--- src/rtl/mem_stage_mc.sv ---
// mem_stage_mc: pipeline memory stage with a multi-cycle data-memory handshake.
// Generates byte enables and lane-aligned store data, waits on a variable-latency
// memory with a bounded wait, extends load data, flags address/bus exceptions and
// registers results into the M/W pipeline register.
// Ports:
//   clk, reset                  clock, async active-high reset
//   m_*                         instruction in M (valid, pc, op, size, addr, data, GRF write)
//   mem_req/we/addr/be/wdata    data-memory request (combinational)
//   mem_ready, mem_rdata        data-memory response
//   m_stall, m_fwd_valid        upstream hold, forwarding qualifier (combinational)
//   w_*                         M/W pipeline register
module mem_stage_mc #(
    parameter int unsigned DATA_W  = 32,
    parameter int unsigned ADDR_W  = 32,
    parameter int unsigned TIMEOUT = 16
) (
    input  logic                   clk,
    input  logic                   reset,
    input  logic                   m_valid,
    input  logic [31:0]            m_pc,
    input  logic                   m_mem_rd,
    input  logic                   m_mem_wr,
    input  logic [1:0]             m_size,
    input  logic                   m_unsigned,
    input  logic [ADDR_W-1:0]      m_addr,
    input  logic [DATA_W-1:0]      m_wdata,
    input  logic                   m_reg_we,
    input  logic [4:0]             m_wa,
    input  logic [DATA_W-1:0]      m_wd,
    output logic                   mem_req,
    output logic                   mem_we,
    output logic [ADDR_W-1:0]      mem_addr,
    output logic [DATA_W/8-1:0]    mem_be,
    output logic [DATA_W-1:0]      mem_wdata,
    input  logic                   mem_ready,
    input  logic [DATA_W-1:0]      mem_rdata,
    output logic                   m_stall,
    output logic                   m_fwd_valid,
    output logic                   w_valid,
    output logic [31:0]            w_pc,
    output logic                   w_reg_we,
    output logic [4:0]             w_wa,
    output logic [DATA_W-1:0]      w_wd,
    output logic [1:0]             w_exc
);

    localparam int unsigned BE_W    = DATA_W / 8;
    localparam int unsigned OFF_W   = $clog2(BE_W);
    localparam int unsigned SH_W    = OFF_W + 3;
    localparam int unsigned TO_BITS = $clog2(TIMEOUT + 1);
    localparam int unsigned CNT_W   = (TO_BITS > 5) ? TO_BITS : 5;

    typedef enum logic [0:0] {S_IDLE, S_WAIT} state_t;

    state_t             state, state_nx;
    logic [CNT_W-1:0]   cnt, cnt_nx;

    logic [OFF_W-1:0]   off;
    logic [SH_W-1:0]    lane_sh;
    logic               mem_op;
    logic               misaligned;
    logic               access;
    logic               timeout;
    int unsigned        nbytes, nbits;
    logic [BE_W-1:0]    size_be;
    logic [DATA_W-1:0]  size_dmask;
    logic [DATA_W-1:0]  rd_shifted, ld_data;
    logic               ld_sign;

    assign off     = m_addr[OFF_W-1:0];
    assign lane_sh = {off, 3'b000};
    assign mem_op  = m_mem_rd | m_mem_wr;

    // Natural alignment; dword accesses only exist on a 64-bit bus
    always_comb begin
        misaligned = 1'b0;
        case (m_size)
            2'd0:    misaligned = 1'b0;
            2'd1:    misaligned = m_addr[0];
            2'd2:    misaligned = |m_addr[1:0];
            default: misaligned = (DATA_W == 32) || (|m_addr[2:0]);
        endcase
    end

    // Reset gates the request so it drops immediately, not at the next edge
    assign access  = m_valid & mem_op & ~misaligned & ~reset;
    assign timeout = (state == S_WAIT) && (cnt == CNT_W'(TIMEOUT));

    // Access-size masks in bytes and bits
    always_comb begin
        nbytes = 32'd1 << m_size;
        nbits  = 32'd8 << m_size;
        for (int unsigned i = 0; i < BE_W; i++)   size_be[i]    = (i < nbytes);
        for (int unsigned i = 0; i < DATA_W; i++) size_dmask[i] = (i < nbits);
    end

    // Load data: shift the addressed lane down, then truncate and extend
    always_comb begin
        rd_shifted = mem_rdata >> lane_sh;
        case (m_size)
            2'd0:    ld_sign = rd_shifted[7];
            2'd1:    ld_sign = rd_shifted[15];
            2'd2:    ld_sign = rd_shifted[31];
            default: ld_sign = rd_shifted[DATA_W-1];
        endcase
        ld_sign = ld_sign & ~m_unsigned;
        for (int unsigned i = 0; i < DATA_W; i++)
            ld_data[i] = (i < nbits) ? rd_shifted[i] : ld_sign;
    end

    // Handshake state register
    always_ff @(posedge clk or posedge reset) begin
        if (reset) begin
            state <= S_IDLE;
            cnt   <= '0;
        end else begin
            state <= state_nx;
            cnt   <= cnt_nx;
        end
    end

    // Next state and request-side outputs
    always_comb begin
        state_nx  = state;
        cnt_nx    = cnt;
        mem_req   = access;
        mem_we    = access & m_mem_wr;
        mem_addr  = {m_addr[ADDR_W-1:OFF_W], OFF_W'(0)};
        mem_be    = '0;
        mem_wdata = '0;
        m_stall   = access & ~mem_ready & ~timeout;
        if (access) begin
            mem_be = m_mem_rd ? {BE_W{1'b1}} : (size_be << off);
            if (m_mem_wr) mem_wdata = (m_wdata & size_dmask) << lane_sh;
        end
        case (state)
            S_IDLE: begin
                if (access && !mem_ready) begin
                    state_nx = S_WAIT;
                    cnt_nx   = CNT_W'(1);
                end
            end
            S_WAIT: begin
                if (!access || mem_ready || timeout) begin
                    state_nx = S_IDLE;
                    cnt_nx   = '0;
                end else begin
                    cnt_nx = cnt + CNT_W'(1);
                end
            end
            default: begin
                state_nx = S_IDLE;
                cnt_nx   = '0;
            end
        endcase
    end

    assign m_fwd_valid = m_valid & m_reg_we & ~m_mem_rd;

    // M/W register: bubble while stalled or empty, otherwise capture result/exception
    always_ff @(posedge clk or posedge reset) begin
        if (reset) begin
            w_valid  <= 1'b0;
            w_pc     <= '0;
            w_reg_we <= 1'b0;
            w_wa     <= '0;
            w_wd     <= '0;
            w_exc    <= '0;
        end else if (m_stall || !m_valid) begin
            w_valid  <= 1'b0;
            w_reg_we <= 1'b0;
        end else begin
            w_valid <= 1'b1;
            w_pc    <= m_pc;
            w_wa    <= m_wa;
            if (mem_op && misaligned) begin
                w_exc    <= m_mem_rd ? 2'd1 : 2'd2;
                w_reg_we <= 1'b0;
                w_wd     <= m_wd;
            end else if (timeout && !mem_ready) begin
                w_exc    <= 2'd3;
                w_reg_we <= 1'b0;
                w_wd     <= m_wd;
            end else begin
                w_exc    <= 2'd0;
                w_reg_we <= m_reg_we;
                w_wd     <= m_mem_rd ? ld_data : m_wd;
            end
        end
    end

endmodule

--- config.mk ---
export PLATFORM = sky130hd
export DESIGN_NAME = mem_stage_mc
export DESIGN_NICKNAME = d
export VERILOG_FILES = /design/src/rtl/mem_stage_mc.sv
export SDC_FILE = /design/constraint.sdc
export NUM_CORES = 1
export LEC_CHECK = 0
export ABC_AREA = 1
export CAP_MARGIN = 20
export CORE_AREA = 2 2 124 126
export CTS_CLUSTER_DIAMETER = 100
export DETAILED_ROUTE_END_ITERATION = 8
export DIE_AREA = 0 0 126 128
export GPL_TIMING_DRIVEN = 0
export PLACE_DENSITY_LB_ADDON = 0.3
export SETUP_SLACK_MARGIN = 0.4
export SLEW_MARGIN = 20
export SYNTH_ARGS = -nofsm -noshare
export SYNTH_HDL_FRONTEND = slang
export SYNTH_SLANG_ARGS = --single-unit
--- constraint.sdc ---
create_clock -name clk -period 3.74 [get_ports clk]
set_input_delay 0.374 -clock clk [delete_from_list [all_inputs] [get_ports clk]]
set_output_delay 0.374 -clock clk [all_outputs]
set_load 0.005 [all_outputs]
# Yosys cells after proc, flatten, opt, wreduce, memory -nomap -nowiden
# Cells that the tools add are included.
dict set report totals {
  output_inout_bits 145
  register_bits 79
  in_bits 175
}
dict set report classes {
  bitwise_logic 18
  n_reduce_logical 12
  n_shift 5
  muxes 54
  n_eq_ne 4
  n_lt_le_gt_ge 36
  n_addsub 1
}
# cell count
set ops {}
lappend ops {{$lt 5x32->1 const A} 16}
lappend ops {{$lt 4x32->1 const A} 8}
lappend ops {{$mux 32} 5}
lappend ops {{$lt 1x32->1 const A} 4}
lappend ops {{$lt 2x32->1 const A} 4}
lappend ops {{$lt 3x32->1 const A} 4}
lappend ops {{$mux 1} 38}
lappend ops {{$and 32x32->32} 1}
lappend ops {{$shl 1x2->32 const A} 1}
lappend ops {{$shl 32x5->32} 1}
lappend ops {{$shl 4x2->32 const A} 1}
lappend ops {{$shr 32x5->32} 1}
lappend ops {{$mux 5} 2}
lappend ops {{$pmux 5 s2} 1}
lappend ops {{$and 1x1->1} 9}
lappend ops {{$mux 4} 2}
lappend ops {{$not 1->1} 7}
lappend ops {{$mux 2} 3}
lappend ops {{$add 5x1->5 const B} 1}
lappend ops {{$eq 5x5->1 const B} 1}
lappend ops {{$logic_and 1x1->1} 4}
lappend ops {{$pmux 1 s2} 2}
lappend ops {{$shl 4x2->4} 1}
lappend ops {{$logic_not 1->1} 3}
lappend ops {{other kinds (8)} 10}

# Depth between registers and ports, before layout
dict set report depth {
  ltp_word 10
  depth_mapped 12
  depth_no_buf 11
}

# Worst setup path before layout
# No wires, ideal clock.
dict set report synth_timing {
  path_kind {input to output}
  start {input port m_mem_rd}
  end {output port mem_wdata[6]}
  arrival_time_ns 1.416
  slack_ns 1.950
  cell_stages 10
  path_cell_list {buf_4 > nor2_1 > nor3_2 > nand2_2 > inv_2 > nand2_4 > inv_4 > nand2_4 > buf_6 > nor3_2}
}
dict set report synth_between {
  elab_chain_len 5
}
# element line_no
set synth_rtl {}
lappend synth_rtl {{start, declared} 21} ;# input logic m_mem_rd,
lappend synth_rtl {{$or 1x1->1} 72} ;# assign mem_op = m_mem_rd | m_mem_wr;
lappend synth_rtl {{$and 1x1->1 (3 in series)} 86} ;# assign access = m_valid & mem_op & ~misaligned & ~reset;
lappend synth_rtl {{via mem_req} 30} ;# output logic mem_req,
lappend synth_rtl {{$mux 32} 132} ;# if (access) begin
lappend synth_rtl {{end, declared} 34} ;# output logic [DATA_W-1:0] mem_wdata,
# The timed path passes the listed nets, and every way through them passes these cells.

# Final worst setup path
dict set report layout_timing {
  start {input port m_size[1]}
  end {output port mem_wdata[7]}
}
dict set report layout_between {
  elab_chain_len 6
  word_cells_on_any_way 16
  cone_classes {order compare (4); eq/ne (2); shift (2); mux (3); bitwise (4); reduce/logical (1)}
}
# element line_no
set layout_rtl {}
lappend layout_rtl {{start, declared} 23} ;# input logic [1:0] m_size,
lappend layout_rtl {{$shl 4x2->32, or another cell as far along} 92} ;# nbits = 32'd8 << m_size;
lappend layout_rtl {{$lt 3x32->1, or another cell as far along} 94} ;# for (int unsigned i = 0; i < DATA_W; i++) size_dmask[i] = (i < nbits);
lappend layout_rtl {{$and 32x32->32 / $not 1->1 (equally long branches)} {134, 86}}
lappend layout_rtl {{$shl 32x5->32 / $and 1x1->1 (equally long branches)} {134, 86}}
lappend layout_rtl {{$mux 32 / $and 1x1->1 (equally long branches)} {134, 86}}
lappend layout_rtl {{$mux 32 (*)} 132}
# Mark *: on every way between the ends. The rest lies on a longest branch, timed or not.

==> impl_metrics.py <==
metrics = {
    "setup_path": {
        "cp_slowest_cell": "clkdlybuf4s50_1",
        "critical_path_buf_inv_count": 7,
        "crit_path_cell_trace": "clkdlybuf4s50_1 -> inv_2 -> nand2_2 -> nand2_1 -> nand2_1 -> inv_2 -> nand2_2 -> inv_2 -> nand2_4 -> inv_4 -> nand2_4 -> buf_6 -> nor3_2 -> clkdlybuf4s50_1",
        "startpoint": "m_size[1]",
        "r2r_start": "cnt[0]$_DFFE_PP0P_",
        "endpoint_kind": "output pin",
        "r2r_slack_ps": 1710,
        "slowest_delay_ps": 540,
        "path_max_fanout": 10,
        "cp-start-kind": "primary input",
        "required_ps": 3370,
        "critical-path-top-delay-family": "buffers and inverters",
        "crit_top_cell": "inv_2",
        "arrival_ps": 2830,
        "critPathKind": "in2out",
    },
    "timing": {
        "fin_crit_ps": 3210,
        "clock_skew_ps": 5.96,
        "maxSlewViolCount": 0,
        "fmax_mhz": 312,
        "rsz0062_at_grt": "false",
        "hold_violations": 0,
        "setup_viol": 0,
        "fin_tns_setup_ps": 0,
        "setup_ws_ps": 535,
        "fin_crit_sh": 0.857,
        "slew-limit-headroom": 0.626,
        "tightest_slew_ps": 561,
    },
    "cells_and_area": {
        "mostFrequentLayoutCell": "nand2_1",
        "nets": 1283,
        "drive_gt1_frac": 0.0927,
        "final_area_um2": 8700,
        "most-common-layout-cells": "nand2_1 (312), clkdlybuf4s50_1 (285), nor2_1 (119), dfrtp_1 (79), inv_1 (58)",
        "instances_no_fill": 1299,
        "diodes": 0,
        "syn2layout_area_growth_pct": 65.5,
    },
    "outcome": {
        "status": "finished clean",
    },
    "grt": {
        "grt_pass1_wl_um": 30300,
        "antenna_found_initial": 1,
        "grt_pass1_vias": 5797,
        "gr-total-overflow": 0,
        "grt_max_degree": 57,
        "track_usage": 0.237,
    },
    "route": {
        "vias_per_cell": 4.77,
        "drc": 0,
        "m1WireLength_um": 8330,
        "routedWlPerCell_um": 15.2,
        "num_vias": 6202,
        "dr_wl_met3_um": 1590,
        "dr_wl_met2_um": 9250,
        "wl_um": 19700,
        "top_layer": "met4",
        "ant_nets": 0,
        "first_pass_iters": 5,
        "drtIter0Drc": 437,
    },
    "floorplanning": {
        "fp.coreArea_um2": 14900,
        "die_h_um": 128,
        "die_w_um": 126,
        "initial_core_util": 0.354,
        "num_rows": 45,
        "die_area_um2": 16100,
        "ios": 320,
    },
    "placed_design": {
        "placed_area_um2": 8380,
        "dp.final_hpwl_um": 15400,
        "place_ws_ps": 574,
        "gp_congestion": 0.948,
        "io_buffers": 285,
        "dpl.cell_count": 1283,
    },
    "clock_network": {
        "clkSlewWorstSetupHoldPaths_ps": 60,
        "cts_hold_buf": 0,
        "cts_buffers": 9,
        "cts_sinks": 79,
        "root_buffer": "clkbuf_16",
        "clk_latency_ps": 350,
        "cts_buffer_depth": 2,
        "cts_max_level": 3,
        "cts_tree": "built",
    },
    "logic_synthesis": {
        "yosysUniqueCellTypes": 33,
        "ys_ff_latch": 79,
        "ys_warn_count": 0,
        "ys_seq_area_frac": 0.376,
        "syn_inst": 808,
        "avgSynthCellArea_um2": 6.51,
        "syn-cell-area_um2": 5260,
    },
    "pwr": {
        "ir_worst_vdd_mv": 0.224,
        "power_leakage_nw": 4.22,
        "power_density_nw_per_um2": 317,
        "total_power_mw": 2.76,
    },
    "job": {
        "maxCapViolations": 0,
    },
    "worst_hold_path": {
        "hp-class": "in2async",
    },
}
[area by class of cell]
cell class              count  area [um^2]
multi-input cells         589         2560
clock buffers               9          225
fillers                  1452         6160
flip-flops and latches     79         1980
clock inverters             7         96.3
plain buffers              76          474
well taps                 188          235
inverters                  65          249
repair buffers            286         2880
[cell usage after synthesis, drive strengths merged]
| cell | n | area, um^2 |
|---|---|---|
| a211oi | 7 | 52.6 |
| a21boi | 7 | 52.6 |
| a21oi | 35 | 175 |
| a221oi | 8 | 70.1 |
| buf | 69 | 447 |
| clkbuf | 7 | 26.3 |
| conb | 1 | 3.75 |
| dfrtp | 79 | 1980 |
| ha | 2 | 25.0 |
| inv | 65 | 246 |
| nand2 | 317 | 1210 |
| nand3 | 16 | 85.1 |
| nand4 | 2 | 18.8 |
| nor2 | 121 | 459 |
| nor3 | 12 | 75.1 |
| o211ai | 7 | 52.6 |
| o21ai | 49 | 245 |
| o31ai | 1 | 7.51 |
| xnor2 | 1 | 8.76 |
| xor2 | 2 | 17.5 |
[worst reg2reg max path, delay by kind of cell (launching register included)]
kind                       cells  cell delay, ps
DFF                            1             370
adders and majority gates      1             190
and+or+nand+nor                6             790
buffers and inverters          5             560
[flip-flops by register name, indices dropped and copies added (netlist names)]
| name | flops |
|---|---|
| cnt | 5 |
| state | 1 |
| w_exc | 2 |
| w_pc | 32 |
| w_reg_we | 1 |
| w_valid | 1 |
| w_wa | 5 |
| w_wd | 32 |
[final timing paths]
check	to	depth (start not counted)
worst min-delay path	state$_DFF_PP0_	2
worst max-delay path	mem_wdata[7]	14
min in group clk	w_pc[27]$_DFFE_PP0N_	2
max in group asynchronous	w_wd[10]$_DFFE_PP0N_	3
worst max register to register	w_wd[6]$_DFFE_PP0N_	12
worst min register to register	w_pc[27]$_DFFE_PP0N_	2
[cells by family after synthesis]
logic type / share of synthesized area
DFF: 0.376
and+or+nand+nor: 0.352
buffers and inverters: 0.137
other: 0.000713
xor gates and xnor gates: 0.00500
AOI/OAI and AO/OA: 0.125
adders and majority gates: 0.00476
[per-stage QoR]
step,utilization,hold WS [ps]
3_5_place_dp,0.564,465
3_3_place_gp,0.562,461
4_1_cts,0.585,413
5_1_grt,0.585,439
2_1_floorplan,-,472
6_report,0.585,402
[report_power, final]
part           switching, mW  internal [mW]  leakage [nW]
clock                  0.365          0.587         0.160
combinational          0.355          0.452          3.08
sequential            0.0498          0.947         0.973
total                  0.770           1.99          4.22
[per-layer routing]
layer | up-vias | track usage
met4 | 0 | 0.0827
li1 | 3086 | -
met2 | 266 | 0.383
met5 | - | 0
met1 | 2808 | 0.309
met3 | 42 | 0.0618
[repair_timing]
item                                    4_1_cts  5_1_grt
gates resized for setup                       0        2
endpoints found under the setup margin        0        1
setup buffers                                 0        0
endpoints found under the hold margin         0        0
No activity file was read; power rests on OpenSTA's default activity.
